<file path="src/rtl/decode_pkg.sv">
// Shared decode types: instruction format codes, opcode constants, and the
// decoded-entry fields held in the main and skid registers.
package decode_pkg;

  typedef enum logic [2:0] {
    FMT_R = 3'd0,
    FMT_I = 3'd1,
    FMT_S = 3'd2,
    FMT_B = 3'd3,
    FMT_U = 3'd4,
    FMT_J = 3'd5
  } fmt_e;

  localparam logic [6:0] OPC_LOAD   = 7'h03;
  localparam logic [6:0] OPC_FENCE  = 7'h0F;
  localparam logic [6:0] OPC_OP_IMM = 7'h13;
  localparam logic [6:0] OPC_AUIPC  = 7'h17;
  localparam logic [6:0] OPC_STORE  = 7'h23;
  localparam logic [6:0] OPC_OP     = 7'h33;
  localparam logic [6:0] OPC_LUI    = 7'h37;
  localparam logic [6:0] OPC_BRANCH = 7'h63;
  localparam logic [6:0] OPC_JALR   = 7'h67;
  localparam logic [6:0] OPC_JAL    = 7'h6F;
  localparam logic [6:0] OPC_SYSTEM = 7'h73;

  typedef struct packed {
    logic [6:0] opcode;
    logic [4:0] rd;
    logic [4:0] rs1;
    logic [4:0] rs2;
    logic [2:0] funct3;
    logic [6:0] funct7;
    logic [4:0] shamt;
    fmt_e       fmt;
    logic       illegal;
  } dec_t;

  function automatic fmt_e fmt_of(input logic [6:0] opc);
    case (opc)
      OPC_OP_IMM, OPC_LOAD, OPC_JALR, OPC_SYSTEM: return FMT_I;
      OPC_STORE:                                  return FMT_S;
      OPC_BRANCH:                                 return FMT_B;
      OPC_LUI, OPC_AUIPC:                         return FMT_U;
      OPC_JAL:                                    return FMT_J;
      default:                                    return FMT_R;
    endcase
  endfunction

  function automatic logic opc_legal(input logic [6:0] opc);
    return opc inside {OPC_LOAD, OPC_FENCE, OPC_OP_IMM, OPC_AUIPC, OPC_STORE,
                       OPC_OP, OPC_LUI, OPC_BRANCH, OPC_JALR, OPC_JAL, OPC_SYSTEM};
  endfunction

endpackage

</file>
<file path="src/rtl/imm_gen.sv">
// Combinational immediate generator: assembles the format's immediate bits
// and sign-extends from insn[31] to DWIDTH.
module imm_gen
  import decode_pkg::*;
#(
  parameter int DWIDTH = 32
) (
  input  logic [31:7]       ib,
  input  fmt_e              fmt,
  output logic [DWIDTH-1:0] imm
);

  logic [31:0] imm32;

  always_comb begin
    imm32 = '0;
    case (fmt)
      FMT_I: imm32 = {{20{ib[31]}}, ib[31:20]};
      FMT_S: imm32 = {{20{ib[31]}}, ib[31:25], ib[11:7]};
      FMT_B: imm32 = {{19{ib[31]}}, ib[31], ib[7], ib[30:25], ib[11:8], 1'b0};
      FMT_U: imm32 = {ib[31:12], 12'b0};
      FMT_J: imm32 = {{11{ib[31]}}, ib[31], ib[19:12], ib[20], ib[30:21], 1'b0};
      default: imm32 = '0;
    endcase
  end

  assign imm = DWIDTH'($signed(imm32));

endmodule

</file>
<file path="src/rtl/decode_pipe.sv">
// Registered decode stage with valid/ready handshake and a 2-entry skid buffer.
// Define DECODE_PIPE_ILLEGAL_CHK_EN to flag unrecognised opcodes on illegal_o.
module decode_pipe
  import decode_pkg::*;
#(
  parameter int DWIDTH = 32,
  parameter int AWIDTH = 32
) (
  input  logic              clk,
  input  logic              rst,
  input  logic              in_valid_i,
  output logic              in_ready_o,
  input  logic [AWIDTH-1:0] pc_i,
  input  logic [DWIDTH-1:0] insn_i,
  input  logic              flush_i,
  output logic              out_valid_o,
  input  logic              out_ready_i,
  output logic [AWIDTH-1:0] pc_o,
  output logic [DWIDTH-1:0] insn_o,
  output logic [6:0]        opcode_o,
  output logic [4:0]        rd_o,
  output logic [4:0]        rs1_o,
  output logic [4:0]        rs2_o,
  output logic [2:0]        funct3_o,
  output logic [6:0]        funct7_o,
  output logic [4:0]        shamt_o,
  output logic [DWIDTH-1:0] imm_o,
  output logic [2:0]        fmt_o,
  output logic              illegal_o
);

  typedef struct packed {
    logic [AWIDTH-1:0] pc;
    logic [DWIDTH-1:0] insn;
    logic [DWIDTH-1:0] imm;
    dec_t              f;
  } entry_t;

  entry_t            dec_in, main_q, skid_q;
  logic              main_vld, skid_vld;
  logic [6:0]        opc;
  logic              ill_in;
  fmt_e              fmt_in;
  logic [DWIDTH-1:0] imm_in;
  logic              accept, consume;

  assign opc = insn_i[6:0];

`ifdef DECODE_PIPE_ILLEGAL_CHK_EN
  assign ill_in = (insn_i[1:0] != 2'b11) || !opc_legal(opc);
`else
  assign ill_in = 1'b0;
`endif

  // Illegal instructions still flow, but as R-format with a zero immediate
  assign fmt_in = ill_in ? FMT_R : fmt_of(opc);

  imm_gen #(.DWIDTH(DWIDTH)) u_imm (
    .ib  (insn_i[31:7]),
    .fmt (fmt_in),
    .imm (imm_in)
  );

  always_comb begin
    dec_in           = '0;
    dec_in.pc        = pc_i;
    dec_in.insn      = insn_i;
    dec_in.imm       = imm_in;
    dec_in.f.opcode  = opc;
    dec_in.f.rd      = insn_i[11:7];
    dec_in.f.rs1     = insn_i[19:15];
    dec_in.f.rs2     = insn_i[24:20];
    dec_in.f.funct3  = insn_i[14:12];
    dec_in.f.funct7  = insn_i[31:25];
    dec_in.f.shamt   = insn_i[24:20];
    dec_in.f.fmt     = fmt_in;
    dec_in.f.illegal = ill_in;
  end

  // Ready depends only on skid occupancy, never on out_ready_i
  assign in_ready_o = !skid_vld && !rst;
  assign accept     = in_valid_i && in_ready_o;
  assign consume    = main_vld && out_ready_i;

  always_ff @(posedge clk) begin
    if (rst) begin
      main_vld <= 1'b0;
      skid_vld <= 1'b0;
      main_q   <= '0;
      skid_q   <= '0;
    end else if (flush_i) begin
      main_vld <= 1'b0;
      skid_vld <= 1'b0;
    end else if (consume) begin
      if (skid_vld) begin
        main_q   <= skid_q;
        skid_vld <= 1'b0;
      end else if (accept) begin
        main_q   <= dec_in;
      end else begin
        main_vld <= 1'b0;
      end
    end else if (accept) begin
      if (!main_vld) begin
        main_q   <= dec_in;
        main_vld <= 1'b1;
      end else begin
        skid_q   <= dec_in;
        skid_vld <= 1'b1;
      end
    end
  end

  assign out_valid_o = main_vld;
  assign pc_o        = main_q.pc;
  assign insn_o      = main_q.insn;
  assign imm_o       = main_q.imm;
  assign opcode_o    = main_q.f.opcode;
  assign rd_o        = main_q.f.rd;
  assign rs1_o       = main_q.f.rs1;
  assign rs2_o       = main_q.f.rs2;
  assign funct3_o    = main_q.f.funct3;
  assign funct7_o    = main_q.f.funct7;
  assign shamt_o     = main_q.f.shamt;
  assign fmt_o       = main_q.f.fmt;
  assign illegal_o   = main_q.f.illegal;

endmodule

</file>
<file path="config.mk">
export PLATFORM = sky130hd
export DESIGN_NAME = decode_pipe
export DESIGN_NICKNAME = d
export VERILOG_FILES = /design/src/rtl/decode_pkg.sv /design/src/rtl/imm_gen.sv /design/src/rtl/decode_pipe.sv
export SDC_FILE = /design/constraint.sdc
export NUM_CORES = 1
export LEC_CHECK = 0
export CORE_AREA = 3 3 173 175
export CTS_CLUSTER_SIZE = 20
export DETAILED_ROUTE_END_ITERATION = 12
export DIE_AREA = 0 0 176 178
export GPL_TIMING_DRIVEN = 0
export SETUP_SLACK_MARGIN = 0.5
export SLEW_MARGIN = 10
export SYNTH_ARGS = -nofsm -noshare
export SYNTH_HDL_FRONTEND = slang
export SYNTH_SLANG_ARGS = --single-unit
</file>
<file path="constraint.sdc">
create_clock -name clk -period 2.35 [get_ports clk]
set_clock_uncertainty 0.15 [all_clocks]
set_input_delay 0.3525 -clock clk [delete_from_list [all_inputs] [get_ports clk]]
set_output_delay 0.3525 -clock clk [all_outputs]
set_load 0.05 [all_outputs]
</file>
Word-level counts from Yosys, hierarchy flattened
Cells that the tools add are included.

Equality and inequality tests: 17. Muxes and demuxes: 11. Bitwise operators: 2. Reduce and logical (&&, ||, !) cells: 15.

Operator list (count): 137-bit 2-to-1 mux (5); 32-bit case mux with 5 select lines (1); 7-bit == test (second input constant) (4); 3-bit case mux with 5 select lines (1); 7-bit by 5-bit == test with 1-bit output (second input constant) (2); 7-bit by 6-bit == test with 1-bit output (second input constant) (2); 4-bit AND reduction (2); 7-bit by 2-bit == test with 1-bit output (second input constant) (1); 3-bit by 2-bit == test with 1-bit output (second input constant) (2); 3-bit == test (second input constant) (2); 1-bit 2-to-1 mux (4); 2-bit != test (second input constant) (2); 2-bit nonzero test (2); 2-bit OR reduction (2); 4-bit OR reduction (1); 3-bit by 1-bit == test with 1-bit output (second input constant) (1); 1-bit logical AND (3); 3-bit AND reduction (1); 3-bit OR reduction (1); 1-bit logical NOT (2); 2-bit by 1-bit != test with 1-bit output (second input constant) (1); 1-bit NOT (2); 2-bit AND reduction (1).

Bits in registers: 270. Bits of input ports: 69. Output and inout port bits: 139. Word-level logic and storage cells: 69.

Depth between registers and ports, before layout
Gate-level depths: netlist of the first run.

Word-level depth: 8. Depth in mapped cells: 9. Gate-level depth less buffers: 5.

Modules after synthesis
Synthesis of the first run repeated with hierarchy kept, for this count alone.

Cell total of the unflattened synthesis: 1001. Area total of the unflattened synthesis: 8543.2 um^2.

By module, submodules not included: decode_pipe (instances 1, cells an instance 935, area an instance 8152.8 um^2, sequential area each 4003.8 um^2); imm_gen (instances 1, cells an instance 66, area an instance 390.4 um^2, sequential area each 0.0 um^2).

Worst setup path before layout of the first run
No wires, ideal clock.

Kind: reg2reg. Start point: reg main_vld, in the netlist out_valid_o. End point: reg main_q, in the netlist imm_o[30]. Library setup time: 62 ps. Data arrival time: 2007 ps. Data required time: 2138 ps. Path slack: 131 ps. Stages on the path, launching flop included: 8. Path buffers: 2. Period minus slack after synthesis: 2219 ps. Cells stage by stage: dfxtp_1 -> buf_2 -> nor2b_1 -> nor3_1 -> a21oi_1 -> buf_2 -> nand2_1 -> nand3_1.

Word-level cells in the longest chain between the ends: 3. Elaborated cells on any way between the ends: 5. Those cells by class: 1 x eq/ne; 1 x mux; 3 x reduce/logical.

Ends and longest elaborated chain: start: declaration (RTL line decode_pipe.sv:40) `logic main_vld, skid_vld;`; start signal: assignment (RTL line decode_pipe.sv:87) `main_vld <= 1'b0;`; start signal: assignment (RTL line decode_pipe.sv:92) `main_vld <= 1'b0;`; start signal: assignment (RTL line decode_pipe.sv:101) `main_vld <= 1'b0;`; 1-bit logical AND (RTL line decode_pipe.sv:83) `assign consume = main_vld && out_ready_i;`; 2-bit by 1-bit != test with 1-bit output (no line) / 2-bit nonzero test (equally long branches); 4-bit AND reduction (no line); end signal: assignment (RTL line decode_pipe.sv:96) `main_q <= skid_q;`; end signal: assignment (RTL line decode_pipe.sv:99) `main_q <= dec_in;`; end signal: assignment (RTL line decode_pipe.sv:105) `main_q <= dec_in;`; end: declaration (RTL line decode_pipe.sv:39) `entry_t dec_in, main_q, skid_q;`.

Several ways; a longest one is shown, not always the timed one. A chain may end at the register's enable or synchronous reset.

Final worst setup path of the first run
Start point: reg main_vld, in the netlist out_valid_o. End point: reg skid_q[43] in the netlist's numbering.

Word-level cells in the longest chain between the ends: 3.

Ends and longest elaborated chain: 1-bit logical AND (RTL line decode_pipe.sv:83); 1-bit NOT (no line); 4-bit AND reduction (no line) (*); end signal: assignment (RTL line decode_pipe.sv:108) `skid_q <= dec_in;`; end: declaration (RTL line decode_pipe.sv:39).

Mark *: on every way between the ends. The rest lies on a longest branch, timed or not.

==> results of run 1 <==
worst max-delay path: cells and delay by family, from the launching register on:
family                 cells  cell delay, ns
flip-flops                 1            0.35
AO/OA/AOI/OAI              1            0.26
buffers and inverters      3            0.43
AND/OR/NAND/NOR            3            0.52
metal layers:
layer / vias up / wire length [microns] / track usage (%)
li1: 4177 / - / -
met1: 3997 / 13500 / 24.6
met2: 272 / 13800 / 30.1
met3: 36 / 1820 / 3.92
met4: 4 / 566 / 5.01
met5: - / 16 / 0
layout by cell type, fill, tap and decap left out, types with 3 or more instances in the layout:
cell             instances
a311oi_1                68
a311oi_2                 4
dlygate4sd2_1           16
clkdlybuf4s50_1         56
nor3_1                   7
buf_4                   58
o21ai_0                 30
clkdlybuf4s15_1         30
a21oi_2                  6
clkbuf_16               18
nand2_1                304
dfxtp_1                199
buf_8                   12
a211oi_2                11
buf_2                   13
nand3_1                 25
a31oi_1                  6
nor2_1                  98
nor3_4                   3
a211oi_1                11
inv_1                    7
a21oi_1                 91
clkbuf_8                10
clkbuf_2                56
clkbuf_4                19
clkdlybuf4s18_2          3
o22ai_1                  9
buf_6                   13
nand2b_4                 4
clkdlybuf4s15_2         40
a221oi_1                10
clkbuf_1                26
and3_1                  15
clkinv_2                 3
power by group:
group / switching, mW / internal [mW]
registers: 0.0545 / 3.46
clock network: 1.36 / 1.66
logic: 0.770 / 0.403
registers in the layout, indices dropped and copies added (netlist names):
| signal | count |
|---|---|
| skid_q | 99 |
| imm_o | 32 |
| pc_o | 32 |
| insn_o | 31 |
| fmt_o | 3 |
| funct7_o | 1 |
| out_valid_o | 1 |
| skid_vld | 1 |
cell type report:
class,instances,area [sq um]
sequential,200,4010
fill,2904,16500
antenna,1,2.50
timing repair buffer,221,2010
multi-input combinational,742,3960
inverter,7,26.3
clock buffer,22,474
buffer,132,1050
clock inverter,10,118
tap,384,480
repair_timing:
item | 4_1_cts | 5_1_grt
buffers inserted | 10 | 5
endpoints found under the setup margin | 336 | 256
pin swaps | 6 | 24
gates cloned | 2 | 2
resized for setup | 389 | 182
cells by family (layout without fill, tap and decap cells):
| kind of cell | after synthesis | count (layout) | synth area share [%] |
|---|---|---|---|
| AND/OR/NAND/NOR | 474 | 474 | 23.1 |
| buffers and inverters | 139 | 392 | 8.55 |
| other | 1 | 2 | 0.0443 |
| flip-flops | 200 | 200 | 47.3 |
| AO/OA/AOI/OAI | 266 | 266 | 20.9 |
| XOR/XNOR | 1 | 1 | 0.103 |
worst max-delay path by stage:
stage,startpoint,to,slack (ns),cells after the start
final,out_valid_o$_SDFFE_PP0P_,skid_q[43]$_SDFFE_PP0P_,0.49,7
after global routing,out_valid_o$_SDFFE_PP0P_,skid_q[43]$_SDFFE_PP0P_,0.45,7
after CTS,rst,in_ready_o,0.24,5
after detailed placement,out_ready_i,pc_o[6]$_SDFFE_PP0P_,-0.59,6
after global placement,out_ready_i,pc_o[7]$_SDFFE_PP0P_,-0.58,6
after floorplan,out_valid_o$_SDFFE_PP0P_,imm_o[30]$_SDFFE_PP0P_,0.39,7
metrics by stage:
stage	std cells	hold WS [ns]	util, %	setup WS (ns)	setup TNS, ns
after floorplan	1081	0.280	-	0.386	0
after global placement	1667	0.287	38.8	-0.583	-59.75
after detailed placement	1667	0.294	38.8	-0.588	-61.97
after CTS	1711	0.0540	42.4	0.245	0
after global routing	1719	0.0281	42.4	0.451	0
final	1719	0.0307	42.4	0.493	0
==> run metrics, run 1 <==
Max VDD drop=0.000383 V; DRT Pass-1 Iters=5; CP arrival=2.00 ns; Pwr Density=636 nW/um^2; ANT nets after route=0; number of global-route vias before repair=8075; Placed Area=11100 sq um; Core Region=28600 sq um; average wire per standard cell=17.3 microns; Residual DRC=0; Worst Hold Launch=insn_i[4]; maximum clock insertion buffer count=2; status=finished clean; Pwr Total=7.72 mW; Hold Path Stages=3; Slew Limit Fails=0; H-tree levels=4; Avg Vias per Cell=4.94; CP Max Fanout=10; synthesized area=8470 sq um; period utilization=79.0%; Clock Latency Late Sink=0.43 ns; Cell variety after synth=45; Fmax=538 MHz; GR Util All Layers=18.4%; max-cap violation count=0; asr flop ratio synth=0%; Root Driver=clkbuf_16; initial core utilization=29.6%; Slew @ Worst Pin=0.710 ns; crit-path cells=buf_8 -> nand2b_4 -> or3_4 -> buf_8 -> buf_6 -> a311oi_2 -> nor3_1; CP startpoint kind=register; Final #Nets=1390; CP Class=reg -> reg; total vias in the final route=8486; initial antenna violation count=3; Post-synth EDFFs=0; Ys Warns=0; area delta synth->final=43.2%; die height=178 microns; I/O pin total=208; worst hold path class=in -> reg; Yosys top cell area share=47.3%; # rows=62; #FFs+latches synth=200; CTS Buf Count=17; largest net degree at the start of global routing=17; reg2reg setup slack=0.49 ns; design area=12100 sq um; Final HPWL DP=21100 microns; Clock Sinks=200; Die Width=176 microns; CTS Hold Bufs=0; worst endpoint required time=2.49 ns; LEAKAGE=4.58 nW; sequential area share after synthesis=47.3%; number of DRC markers in iteration 0=541; total gr overflow=0; Net Count, Synth=1150; Hold Fails Final Rpt=0; Worst path most repeated cell=buf_8; final setup vio count=0; syn avg cell area=7.84 sq um; Synth area leader=dfxtp_1; reg2reg end=skid_q[43]$_SDFFE_PP0P_; first-pass GRT wire length=45100 microns; min Tclk post-route=1.86 ns; ys flop type=dfxtp_1; reg2reg start=out_valid_o$_SDFFE_PP0P_; wirelength, routed=29700 microns; crit end category=register; clk slew on worst S/H paths=0.07 ns; layout cells sized above 1=22.6%; Post-synth top cells=nand2_1 (305), dfxtp_1 (200), nor2_1 (99), a21oi_1 (98), a311oi_1 (72); CTS tree=done; most instantiated library cell after synthesis=nand2_1; die area=31300 sq um; top area cells in the synthesized netlist=dfxtp_1 (47%), nand2_1 (14%), a311oi_1 (7.4%), a21oi_1 (5.8%), nor2_1 (4.4%); CP max stage cell=dfxtp_4; Synth Instances=1081; Placer Congestion=0.846; # port buffers=202; Worst path max stage delay=0.35 ns; Max-slew headroom=52.7%; RSZ-0062 raised after global routing=true; Hold Crit Endpoint=skid_q[77]$_SDFFE_PP0P_; Reg2Reg Depth=7
(Power assumes the default switching activity.)
==> inputs of run 2 (changes only) <==
Clock period 2.35 ns to 1.5 ns, I/O delays scaled along.
==> run 2 against run 1 <==
Effect of this change:
- the run now ends with hold timing, setup timing left
- core utilization rose by 10 points
- critical path depth grew 1
- sequential share of layout area shrank 4.8 points
- count of clock-buffer cells in the layout grew 2
- non-clock buffer count is 68 higher
- power rose by 65%
- critical path type unchanged
- largest cell class is now non-clock buffers
==> run metrics, run 2 (synthesized netlist as in run 1, its figures left out) <==
status=complete, but fails checks; failing checks=hold timing, setup timing; clk slew on worst S/H paths=0.07 ns; I/O pin total=208; max-cap violation count=0; slack of the critical path=-0.359 ns; Placer Congestion=0.817; CP Class=reg -> reg; total vias in the final route=8952; worst hold path class=in -> reg; CTS tree=done; average wire per standard cell=18.2 microns; Avg Vias per Cell=5.01; CP Max Fanout=7; wirelength, routed=32400 microns; Final Hold Slack=-0.0115 ns; crit end category=register; Clock Sinks=200; Fmax=538 MHz; crit path from=out_valid_o$_SDFFE_PP0P_; Final TNS setup=-51.92 ns; number of global-route vias before repair=8718; Worst Setup EP=imm_o[31]$_SDFFE_PP0P_; initial antenna violation count=2; commonest non-fill, non-tap cell in the layout=nand2_1; reg2reg end=imm_o[31]$_SDFFE_PP0P_; largest net degree at the start of global routing=18; Final #Nets=1458; Residual DRC=0; initial core utilization=29.6%; GR Util All Layers=19.7%; Pwr Density=849 nW/um^2; Core Region=28600 sq um; period utilization=124%; CP arrival=2.05 ns; CTS Hold Bufs=3; first-pass GRT wire length=48400 microns; Clock Latency Late Sink=0.44 ns; worst endpoint required time=1.69 ns; RSZ-0062 raised after global routing=true; min Tclk post-route=1.86 ns; Hold Fails Final Rpt=1; Reg2Reg Depth=8; H-tree levels=4; total gr overflow=0; CTS Buf Count=17; Largest register FFs=99; # rows=62; # port buffers=202; most frequent cells in the layout=nand2_1 (301), buf_8 (150), dfxtp_1 (99), nor2_1 (91), a21oi_1 (79); final setup vio count=200; maximum clock insertion buffer count=2; CP startpoint kind=register; area delta synth->final=76.9%; number of DRC markers in iteration 0=529; Slew @ Worst Pin=0.773 ns; die height=178 microns; LEAKAGE=5.63 nW; Root Driver=clkbuf_16; reg2reg setup slack=-0.36 ns; reg2reg start=out_valid_o$_SDFFE_PP0P_; DRT Pass-1 Iters=5; Die Width=176 microns; ANT cells=0; Final HPWL DP=21100 microns; layout cells sized above 1=42.9%; Max VDD drop=0.000664 V; Slew Limit Fails=0; ANT nets after route=0; die area=31300 sq um; Biggest register=skid_q; Max-slew headroom=48.5%
run 2: cell count changes in the layout (fill, tap and decap cells not counted), moves of 14 or more:
| cell | delta |
|---|---|
| dfxtp_1 | -100 |
| a311oi_2 | +34 |
| o21ai_1 | +14 |
| buf_6 | +49 |
| dfxtp_4 | +41 |
| clkbuf_16 | +17 |
| clkdlybuf4s15_2 | -39 |
| clkdlybuf4s15_1 | -30 |
| clkbuf_2 | -45 |
| o21ai_0 | -29 |
| dfxtp_2 | +59 |
| a311oi_1 | -34 |
| buf_8 | +138 |
run 2: per-stage QoR:
step	utilization (%)	power, mW	setup slack, ns	instance area (sq um)	cells
detailed placement	40.9	7.56	-1.07	11700	1667
floorplan	-	6.82	-0.354	9220	1081
CTS	48.9	12.6	-0.347	14000	1753
global route	52.4	13.1	-0.406	15000	1786
finish	52.4	12.7	-0.359	15000	1786
global placement	40.9	7.55	-1.01	11700	1667
run 2: cell type report:
class / instances / area [sq um]
inverter: 7 / 26.3
clock buffer: 24 / 504
buffer: 132 / 1500
tap: 384 / 480
fill: 2565 / 13600
sequential: 200 / 4240
clock inverter: 8 / 83.8
timing repair buffer: 289 / 3680
multi-input combinational: 742 / 4480
run 2: worst max-delay path: stages, from the launching register on:
cell	delay (ns)
dfxtp_4	0.35
buf_8	0.13
nand2b_4	0.09
o2111a_2	0.30
buf_4	0.16
buf_12	0.15
clkbuf_16	0.16
nor2_1	0.04
a211oi_1	0.21
run 2: worst min-delay path by stage:
stage	startpoint	endpoint	depth (start not counted)
floorplan	out_ready_i	skid_vld$_SDFFE_PP0P_	1
global placement	imm_o[20]$_SDFFE_PP0P_	imm_o[20]$_SDFFE_PP0P_	2
detailed placement	imm_o[20]$_SDFFE_PP0P_	imm_o[20]$_SDFFE_PP0P_	2
CTS	rst	imm_o[20]$_SDFFE_PP0P_	4
global route	rst	imm_o[20]$_SDFFE_PP0P_	4
finish	rst	imm_o[20]$_SDFFE_PP0P_	4
run 2: layer usage:
metal	vias up	track usage, %	wire (microns)
met5	-	0	14
met2	299	33.7	15500
li1	4326	-	-
met1	4283	25.6	14100
met3	40	4.38	2160
met4	4	3.93	605
run 2: where the power goes:
part / total (mW) / switching (mW) / leakage, nW / internal [mW]
combinational: 2.47 / 1.35 / 3.66 / 1.12
sequential: 5.54 / 0.138 / 1.68 / 5.41
clock: 4.71 / 2.15 / 0.290 / 2.56
total: 12.7 / 3.64 / 5.63 / 9.09
run 2: timing repair:
action / CTS / global route
pin swaps: 25 / 44
setup endpoints to repair: 338 / 338
setup buffers: 35 / 27
hold endpoints to repair: 7 / 1
cloned: 16 / 6
resized for setup: 1241 / 173
